## src/rtl/fifo_sched_pkg.sv

```systemverilog
// Shared types and default sizing for the FIFO read scheduler.
// Latency: none (declarations only).
// Backpressure: n/a.
package fifo_sched_pkg;

   localparam int DEF_NUM_FIFO   = 16;
   localparam int DEF_DATA_WIDTH = 16;
   localparam int DEF_BURST_LEN  = 4;

   // Per-word flow: pick a channel, strobe it, capture the word, hold it for the consumer.
   typedef enum logic [1:0] {
      IDLE    = 2'd0,
      READ    = 2'd1,
      CAPTURE = 2'd2,
      HOLD    = 2'd3
   } sched_state_t;

endpackage

```

## src/rtl/rr_priority_picker.sv

```systemverilog
// Round-robin picker: first set request bit at or above start, wrapping to 0.
// Latency: purely combinational.
// Backpressure: none; the caller decides when to act on the pick.
module rr_priority_picker #(
   parameter int N = 16,
   parameter int W = $clog2(N)
) (
   input  logic [N-1:0] req,
   input  logic [W-1:0] start,
   output logic [W-1:0] grant,
   output logic         any_req
);

   int            pos;
   logic [W-1:0]  idx;

   // Walk the request vector from start upward with wrap; keep the first hit.
   always_comb begin
      grant   = '0;
      any_req = 1'b0;
      pos     = 0;
      idx     = '0;
      for (int i = 0; i < N; i++) begin
         pos = int'(start) + i;
         if (pos >= N) begin
            pos = pos - N;
         end
         idx = W'(pos);
         if (!any_req && req[idx]) begin
            grant   = idx;
            any_req = 1'b1;
         end
      end
   end

endmodule

```

## src/rtl/fifo_rd_scheduler.sv

```systemverilog
// Drains NUM_FIFO read-side FIFOs round-robin, up to BURST_LEN words per grant.
// Latency: strobe -> out_valid is 2 cycles (1 FIFO read + 1 capture register).
// Backpressure: a held word blocks further strobes until out_ready accepts it.
module fifo_rd_scheduler
   import fifo_sched_pkg::*;
#(
   parameter int NUM_FIFO   = DEF_NUM_FIFO,
   parameter int DATA_WIDTH = DEF_DATA_WIDTH,
   parameter int BURST_LEN  = DEF_BURST_LEN
) (
   input  logic                             rd_clk,
   input  logic                             rd_rst,
   input  logic                             enable,
   input  logic [NUM_FIFO-1:0]              empty,
   output logic [NUM_FIFO-1:0]              rd_en,
   input  logic [NUM_FIFO*DATA_WIDTH-1:0]   rd_data,
   output logic                             out_valid,
   input  logic                             out_ready,
   output logic [DATA_WIDTH-1:0]            out_data,
   output logic [$clog2(NUM_FIFO)-1:0]      out_ch,
   output logic                             out_last
);

   localparam int CH_W = $clog2(NUM_FIFO);
   localparam int BC_W = $clog2(BURST_LEN + 1);

   sched_state_t           state;
   logic [CH_W-1:0]        grant;
   logic [CH_W-1:0]        rr_ptr;
   logic [BC_W-1:0]        burst_cnt;
   logic [BC_W-1:0]        burst_cnt_nxt;
   logic [CH_W-1:0]        pick_ch;
   logic                   pick_any;
   logic [DATA_WIDTH-1:0]  grant_word;
   logic [CH_W-1:0]        grant_plus1;

   // Search for the next channel with data, starting at the round-robin pointer.
   rr_priority_picker #(
      .N (NUM_FIFO),
      .W (CH_W)
   ) u_picker (
      .req     (~empty),
      .start   (rr_ptr),
      .grant   (pick_ch),
      .any_req (pick_any)
   );

   // Word slice of the granted channel, next pointer value and burst count increment.
   always_comb begin
      grant_word    = rd_data[int'(grant)*DATA_WIDTH +: DATA_WIDTH];
      grant_plus1   = (grant == CH_W'(NUM_FIFO - 1)) ? '0 : grant + CH_W'(1);
      burst_cnt_nxt = burst_cnt + BC_W'(1);
   end

   // Strobe only in READ and only if the granted FIFO really has a word this cycle.
   always_comb begin
      rd_en = '0;
      if (state == READ && !empty[grant]) begin
         rd_en[grant] = 1'b1;
      end
   end

   // Scheduler FSM; all consumer-facing outputs are registered here.
   always_ff @(posedge rd_clk or posedge rd_rst) begin
      if (rd_rst) begin
         state     <= IDLE;
         grant     <= '0;
         rr_ptr    <= '0;
         burst_cnt <= '0;
         out_valid <= 1'b0;
         out_data  <= '0;
         out_ch    <= '0;
         out_last  <= 1'b0;
      end else begin
         case (state)
            IDLE: begin
               if (enable && pick_any) begin
                  grant     <= pick_ch;
                  burst_cnt <= '0;
                  state     <= READ;
               end
            end
            READ: begin
               // A FIFO that ran dry between grant and strobe ends the burst quietly.
               if (empty[grant]) begin
                  rr_ptr <= grant_plus1;
                  state  <= IDLE;
               end else begin
                  state  <= CAPTURE;
               end
            end
            CAPTURE: begin
               // empty here already reflects the pop, so it flags the FIFO's final word.
               out_data  <= grant_word;
               out_ch    <= grant;
               out_valid <= 1'b1;
               out_last  <= (burst_cnt_nxt == BC_W'(BURST_LEN)) || empty[grant];
               burst_cnt <= burst_cnt_nxt;
               state     <= HOLD;
            end
            HOLD: begin
               if (out_ready) begin
                  out_valid <= 1'b0;
                  if (out_last) begin
                     rr_ptr <= grant_plus1;
                     state  <= IDLE;
                  end else begin
                     state  <= READ;
                  end
               end
            end
            default: state <= IDLE;
         endcase
      end
   end

endmodule

```

## config.mk

```make
export PLATFORM = sky130hd
export DESIGN_NAME = fifo_rd_scheduler
export DESIGN_NICKNAME = d
export VERILOG_FILES = /design/src/rtl/fifo_sched_pkg.sv /design/src/rtl/rr_priority_picker.sv /design/src/rtl/fifo_rd_scheduler.sv
export SDC_FILE = /design/constraint.sdc
export NUM_CORES = 1
export LEC_CHECK = 0
export CORE_AREA = 2 2 123 125
export CTS_CLUSTER_DIAMETER = 120
export DETAILED_ROUTE_END_ITERATION = 10
export DIE_AREA = 0 0 125 127
export PLACE_DENSITY = 0.91
export SYNTH_ARGS = -nofsm -noshare
export SYNTH_HDL_FRONTEND = slang
export SYNTH_SLANG_ARGS = --single-unit
```

## constraint.sdc

```tcl
create_clock -name rd_clk -period 10.8 [get_ports rd_clk]
set_input_delay 1.08 -clock rd_clk [delete_from_list [all_inputs] [get_ports rd_clk]]
set_output_delay 1.08 -clock rd_clk [all_outputs]
set_load 0.01 [all_outputs]
```

Word level (Yosys, flattened, before mapping)
Index checks and enable logic that the tools add are counted.
{"block": "totals", "register_bits": 35, "input_bits": 276, "out_inout_bits": 38, "word_cells": 229}
{"block": "op_classes", "add_sub_neg": 33, "n_lt_le_gt_ge": 34, "eq_ne": 9, "shift": 1, "muxes": 99, "n_bitwise": 1, "reduce_logical": 44}
{"operator": "$shiftx 256x9->16", "count": 1}
{"operator": "$mux 4", "count": 36}
{"operator": "$lt 4x5->1 const B", "count": 17}
{"operator": "$ge 5x5->1 const B", "count": 15}
{"operator": "$bmux 1 s4", "count": 17}
{"operator": "$sub 4x1->4 const B", "count": 16}
{"operator": "$add 4x4->5 const B", "count": 8}
{"operator": "$mux 1", "count": 36}
{"operator": "$add 4x3->5 const B", "count": 4}
{"operator": "$logic_and 1x1->1", "count": 18}
{"operator": "$logic_not 1->1", "count": 16}
{"operator": "$mux 16", "count": 1}
{"operator": "$not 16->16", "count": 1}
{"operator": "$add 4x2->5 const B", "count": 2}
{"operator": "$pmux 2 s4", "count": 1}
{"operator": "$pmux 4 s2", "count": 1}
{"operator": "$reduce_and 2->1", "count": 4}
{"operator": "$mux 2", "count": 3}
{"operator": "$ne 2x2->1 const B", "count": 3}
{"operator": "$pmux 3 s2", "count": 1}
{"operator": "$reduce_bool 2->1", "count": 3}
{"operator": "$add 4x1->5 const B", "count": 1}
{"operator": "$ge 4x5->1 const B", "count": 1}
{"operator": "$add 4x1->4 const B", "count": 1}
{"operator": "other kinds (13)", "count": 14}

Longest topological paths before layout
{"block": "logic_depth", "word_depth": 53, "depth_mapped": 17, "depth_no_buf": 11}

By module
A second synthesis with hierarchy kept.
{"block": "hier_totals", "cells_unflattened": 637, "area_unflattened_um2": 6333.6}
{"module": "fifo_rd_scheduler", "n_inst": 1, "cells_per_inst": 357, "area_each_um2": 3861.2, "seq_area_each_um2": 875.8}
{"module": "rr_priority_picker", "n_inst": 1, "cells_per_inst": 280, "area_each_um2": 2472.4, "seq_area_each_um2": 0.0}

Worst setup path before layout
No wires, ideal clock.
{"block": "synth_path", "kind": "reg-to-reg", "start": "reg rr_ptr[0]", "end": "reg grant[3]", "setup_time_ns": 0.082, "arrival_ns": 3.802, "required_time_ns": 10.718, "slack_ns": 6.916, "stages_incl_launch_ff": 16, "n_path_buf": 5, "synth_period_minus_slack_ns": 3.884, "cell_sequence": "dfrtp_1 > buf_6 > buf_6 > buf_2 > inv_1 > ha_1 > buf_2 > clkbuf_1 > mux4_2 > mux4_2 > o2111ai_4 > nor3b_1 > a2111oi_0 > o21ai_0 > a311o_1 > a31oi_1"}
{"block": "synth_via", "elab_chain_cells": 52, "word_cells_on_any_way": 159, "cone_classes": "add/sub (31); order compare (16); mux (80); reduce/logical (32)"}
{"item": "start: declaration", "line": "fifo_rd_scheduler.sv:29", "source": "logic [CH_W-1:0] rr_ptr;"}
{"item": "start signal: assignment", "line": "fifo_rd_scheduler.sv:86", "source": "rr_ptr <= grant_plus1;"}
{"item": "start signal: assignment", "line": "fifo_rd_scheduler.sv:105", "source": "rr_ptr <= grant_plus1;"}
{"item": "branches (longest 52 deep; another with $add 4x1->5)"}
{"item": "end signal: assignment", "line": "fifo_rd_scheduler.sv:78", "source": "grant <= pick_ch;"}
{"item": "end: declaration", "line": "fifo_rd_scheduler.sv:28", "source": "logic [CH_W-1:0] grant;"}
Several ways; the timed one is not identified. The select of a mux whose other input is x is not followed.
A chain may end at the register's enable or synchronous reset.

Worst setup path in the final report
{"block": "layout_path", "start": "in empty[15]", "end": "out rd_en[9]"}
{"block": "layout_via", "elab_chain_cells": 5}
{"item": "start: declaration", "line": "fifo_rd_scheduler.sv:14", "source": "input logic [NUM_FIFO-1:0] empty,"}
{"item": "$bmux 1 s4", "line": "fifo_rd_scheduler.sv:58", "source": "if (state == READ && !empty[grant]) begin"}
{"item": "$mux 1 (not written as such)", "line": "fifo_rd_scheduler.sv:58"}
{"item": "$logic_not 1->1", "line": "fifo_rd_scheduler.sv:58"}
{"item": "$logic_and 1x1->1", "line": "fifo_rd_scheduler.sv:58"}
{"item": "$mux 16", "line": "fifo_rd_scheduler.sv:58"}
{"item": "end: declaration", "line": "fifo_rd_scheduler.sv:15", "source": "output logic [NUM_FIFO-1:0] rd_en,"}
Every way passes these cells. The select of a mux whose other input is x is not followed.

==> results.sh <==
export IMPL_syn_to_final_growth_pct=57.2
export IMPL_p_leak_nw=3.43
export IMPL_cts_resized=0
export IMPL_p_clk_frac=0.054
export IMPL_dp_final_hpwl_mm=21.5
export IMPL_synth_area_mux_share=0.540
export IMPL_grt_pass1_vias=6287
export IMPL_clock_sinks=35
export IMPL_die_width_microns=125
export IMPL_synth_top_family_by_area="multiplexers"
export IMPL_worstPathRequired_ns=9.72
export IMPL_grt_max_degree=75
export IMPL_yosys_warnings=0
export IMPL_clock_skew_ns=0.00632
export IMPL_cts_buffers=5
export IMPL_core_region_area_sq_um=14400
export IMPL_wire_per_inst_microns=26.3
export IMPL_core_rowCount=44
export IMPL_synth_edff_count=0
export IMPL_cpPeakStageDelay_ns=0.79
export IMPL_cp_start_kind="primary input"
export IMPL_htree_levels=2
export IMPL_cap_violations=0
export IMPL_io_buffers=313
export IMPL_pwr_share_comb=0.823
export IMPL_whs_endpoint="out_valid"
export IMPL_layout_commonest_cell="clkdlybuf4s50_1"
export IMPL_layout_drive_gt1_share=0.203
export IMPL_postRouteAntennaNets=0
export IMPL_intPower_mw=1.36
export IMPL_start_util=0.408
export IMPL_regToRegStartpoint="rr_ptr[2]"
export IMPL_ios=314
export IMPL_swShare=0.493
export IMPL_drtPass1Iterations=5
export IMPL_min_period_ns=5.59
export IMPL_grt_total_usage=0.321
export IMPL_synthArstFlopShare=1.00
export IMPL_syn_inst=510
export IMPL_ff2ff_setup_slack_ns=6.25
export IMPL_relSlewSlack=0.332
export IMPL_slowest_stage="nor3b_1"
export IMPL_cts_root_buf="clkbuf_16"
export IMPL_die_y_microns=127
export IMPL_initialDrtViolationCount=602
export IMPL_yosys_area_share_xor_xnor=0.0189
export IMPL_netlist_area_sq_um=5880
export IMPL_synthSimpleGateAreaFrac=0.111
export IMPL_maxSlewViolCount=0
export IMPL_post_cts_setup_buffers=0
export IMPL_postCtsHoldBufs=0
export IMPL_hold_violations=0
export IMPL_hp_start="out_valid"
export IMPL_vias_per_cell=6.27
export IMPL_final_cell_mix="313 x clkdlybuf4s50_1, 105 x mux4_2, 35 x mux2i_1"
export IMPL_crit_arrival_ns=4.51
export IMPL_cp_top_family="simple AND/OR/NAND/NOR gates"
export IMPL_route_detailed_drc=0
export IMPL_worstReg2RegEnd="grant[1]"
export IMPL_vias=6177
export IMPL_setup_slack_ns=5.21
export IMPL_critPathBufInv=3
export IMPL_totalWireLength_mm=25.9
export IMPL_ir_worst_vdd_mv=0.161
export IMPL_seq_power_share=0.124
export IMPL_cts_buffer_depth=2
export IMPL_switchingPower_mw=1.32
export IMPL_yosys_area_top_type="mux4_2"
export IMPL_cts_tree="built"
export IMPL_worst_pin_slew_ns=1.00
export IMPL_status="finished, final reports clean"
export IMPL_place_ws_ns=5.30
export IMPL_finalSetupViolations=0
export IMPL_die_area_sq_um=15900
export IMPL_synth_nets=799
export IMPL_power_density_nw_per_um2=290
export IMPL_critPathCaptureType="output port"
export IMPL_crit_fanout=6
export IMPL_fin_crit_sh=0.518
export IMPL_ys_dominant_reg_cell="dfrtp_1"
export IMPL_synth_adder_area_share=0.0276
export IMPL_yosysSeqAreaShare=0.149
export IMPL_max_freq_mhz=179
export IMPL_synth_top_area_frac=0.402
export IMPL_nets=1083
export IMPL_path_cells="clkdlybuf4s50_1 > mux4_2 > mux4_2 > inv_1 > nand3_1 > nor3b_1 > and2_1 > clkdlybuf4s50_1"
export IMPL_synth_seq_cells=35
export IMPL_rsz0062_at_grt="no"
export IMPL_reg2reg_depth=10
export IMPL_fin_tns_setup_ns=0
export IMPL_netlist_cell_type_count=63
export IMPL_ys_top_cells_by_area="mux4_2 40%, dfrtp_1 15%, mux2i_1 6.0%"
export IMPL_grt_overflow=0
export IMPL_synth_area_per_cell_sq_um=11.5
export IMPL_hold_path_class="reg2reg"
export IMPL_globalplace_congestion=1.07
export IMPL_synth_compound_area_share=0.103
export IMPL_grt_pass1_wl_mm=38.2
export IMPL_clk_pin_slew_ns=0.06
export IMPL_worstSetupPathType="in2out"
export IMPL_whs_path_depth=1
export IMPL_antenna_found_initial=7
export IMPL_insertion_delay_ns=0.28
[area by class of cell]
cell class	count	area, sq um
Multi-Input combinational cell	411	4710
Timing Repair Buffer	321	3190
Inverter	20	75.1
Fill cell	1116	5170
Antenna cell	6	15.0
Sequential cell	35	883
Clock buffer	6	129
Clock inverter	2	12.5
Tap cell	184	230
[stage by stage]
step / cell area, sq um / hold WS [ns] / utilization / power (mW) / cells
floorplan: 5880 / 0.470 / - / 1.90 / 510
global placement: 9090 / 0.462 / 0.630 / 2.46 / 971
detailed placement: 9090 / 0.476 / 0.630 / 2.48 / 971
CTS: 9230 / 0.489 / 0.640 / 2.64 / 979
global route: 9250 / 0.512 / 0.641 / 2.84 / 985
finish: 9250 / 0.490 / 0.641 / 2.68 / 985
[worst max path at each step]
stage	from	to	slack, ns	cells after the start
after CTS	empty[11]	rd_en[9]	5.30	8
after floorplan	rr_ptr[0]	grant[3]	6.92	15
after global routing	empty[15]	rd_en[9]	5.22	8
after detailed placement	empty[11]	rd_en[9]	5.30	8
after global placement	empty[15]	rd_en[11]	5.39	8
final	empty[15]	rd_en[9]	5.21	8
[power groups by stage]
stage	registers, mW	clock network, mW	logic, mW
CTS	0.329	0.145	2.17
floorplan	0.259	0	1.64
global route	0.342	0.153	2.34
finish	0.331	0.144	2.20
detailed placement	0.330	0	2.15
global placement	0.326	0	2.14
[cells by family (layout without fill, tap and decap cells)]
logic type                 Yosys count  count (layout)
DFF                                 35              35
AOI/OAI and AO/OA                   88              88
buffers and inverters               64             349
other                                0               6
xor gates and xnor gates            11              11
adders and majority gates           13              13
and+or+nand+nor                    124             124
muxes                              175             175
[synth_stat cells (11+ instances only)]
cell type and n:
clkbuf_1 24, dfrtp_1 35, nand2_1 34, mux2_2 29
mux4_2 105, ha_1 13, o21ai_0 19, nand3_1 11
mux2i_1 35, a21oi_1 21, and2_1 19, nor2_1 20
inv_1 20
[flip-flops by register name, summed over array words and instances (netlist names), named ones only]
register and flops:
rr_ptr 4, out_valid 1, burst_cnt 3, out_last 1, state 1, grant 4, out_ch 4, out_data 16
[routing by layer]
| metal | vias to the layer above | global-route usage | share of wire |
|---|---|---|---|
| li1 | 2652 | - | - |
| met1 | 3047 | 0.381 | 0.34 |
| met2 | 408 | 0.580 | 0.53 |
| met3 | 68 | 0.0616 | 0.083 |
| met4 | 2 | 0.123 | 0.043 |
| met5 | - | 0 | 0.00050 |
Power figures use the tool's default switching activity.
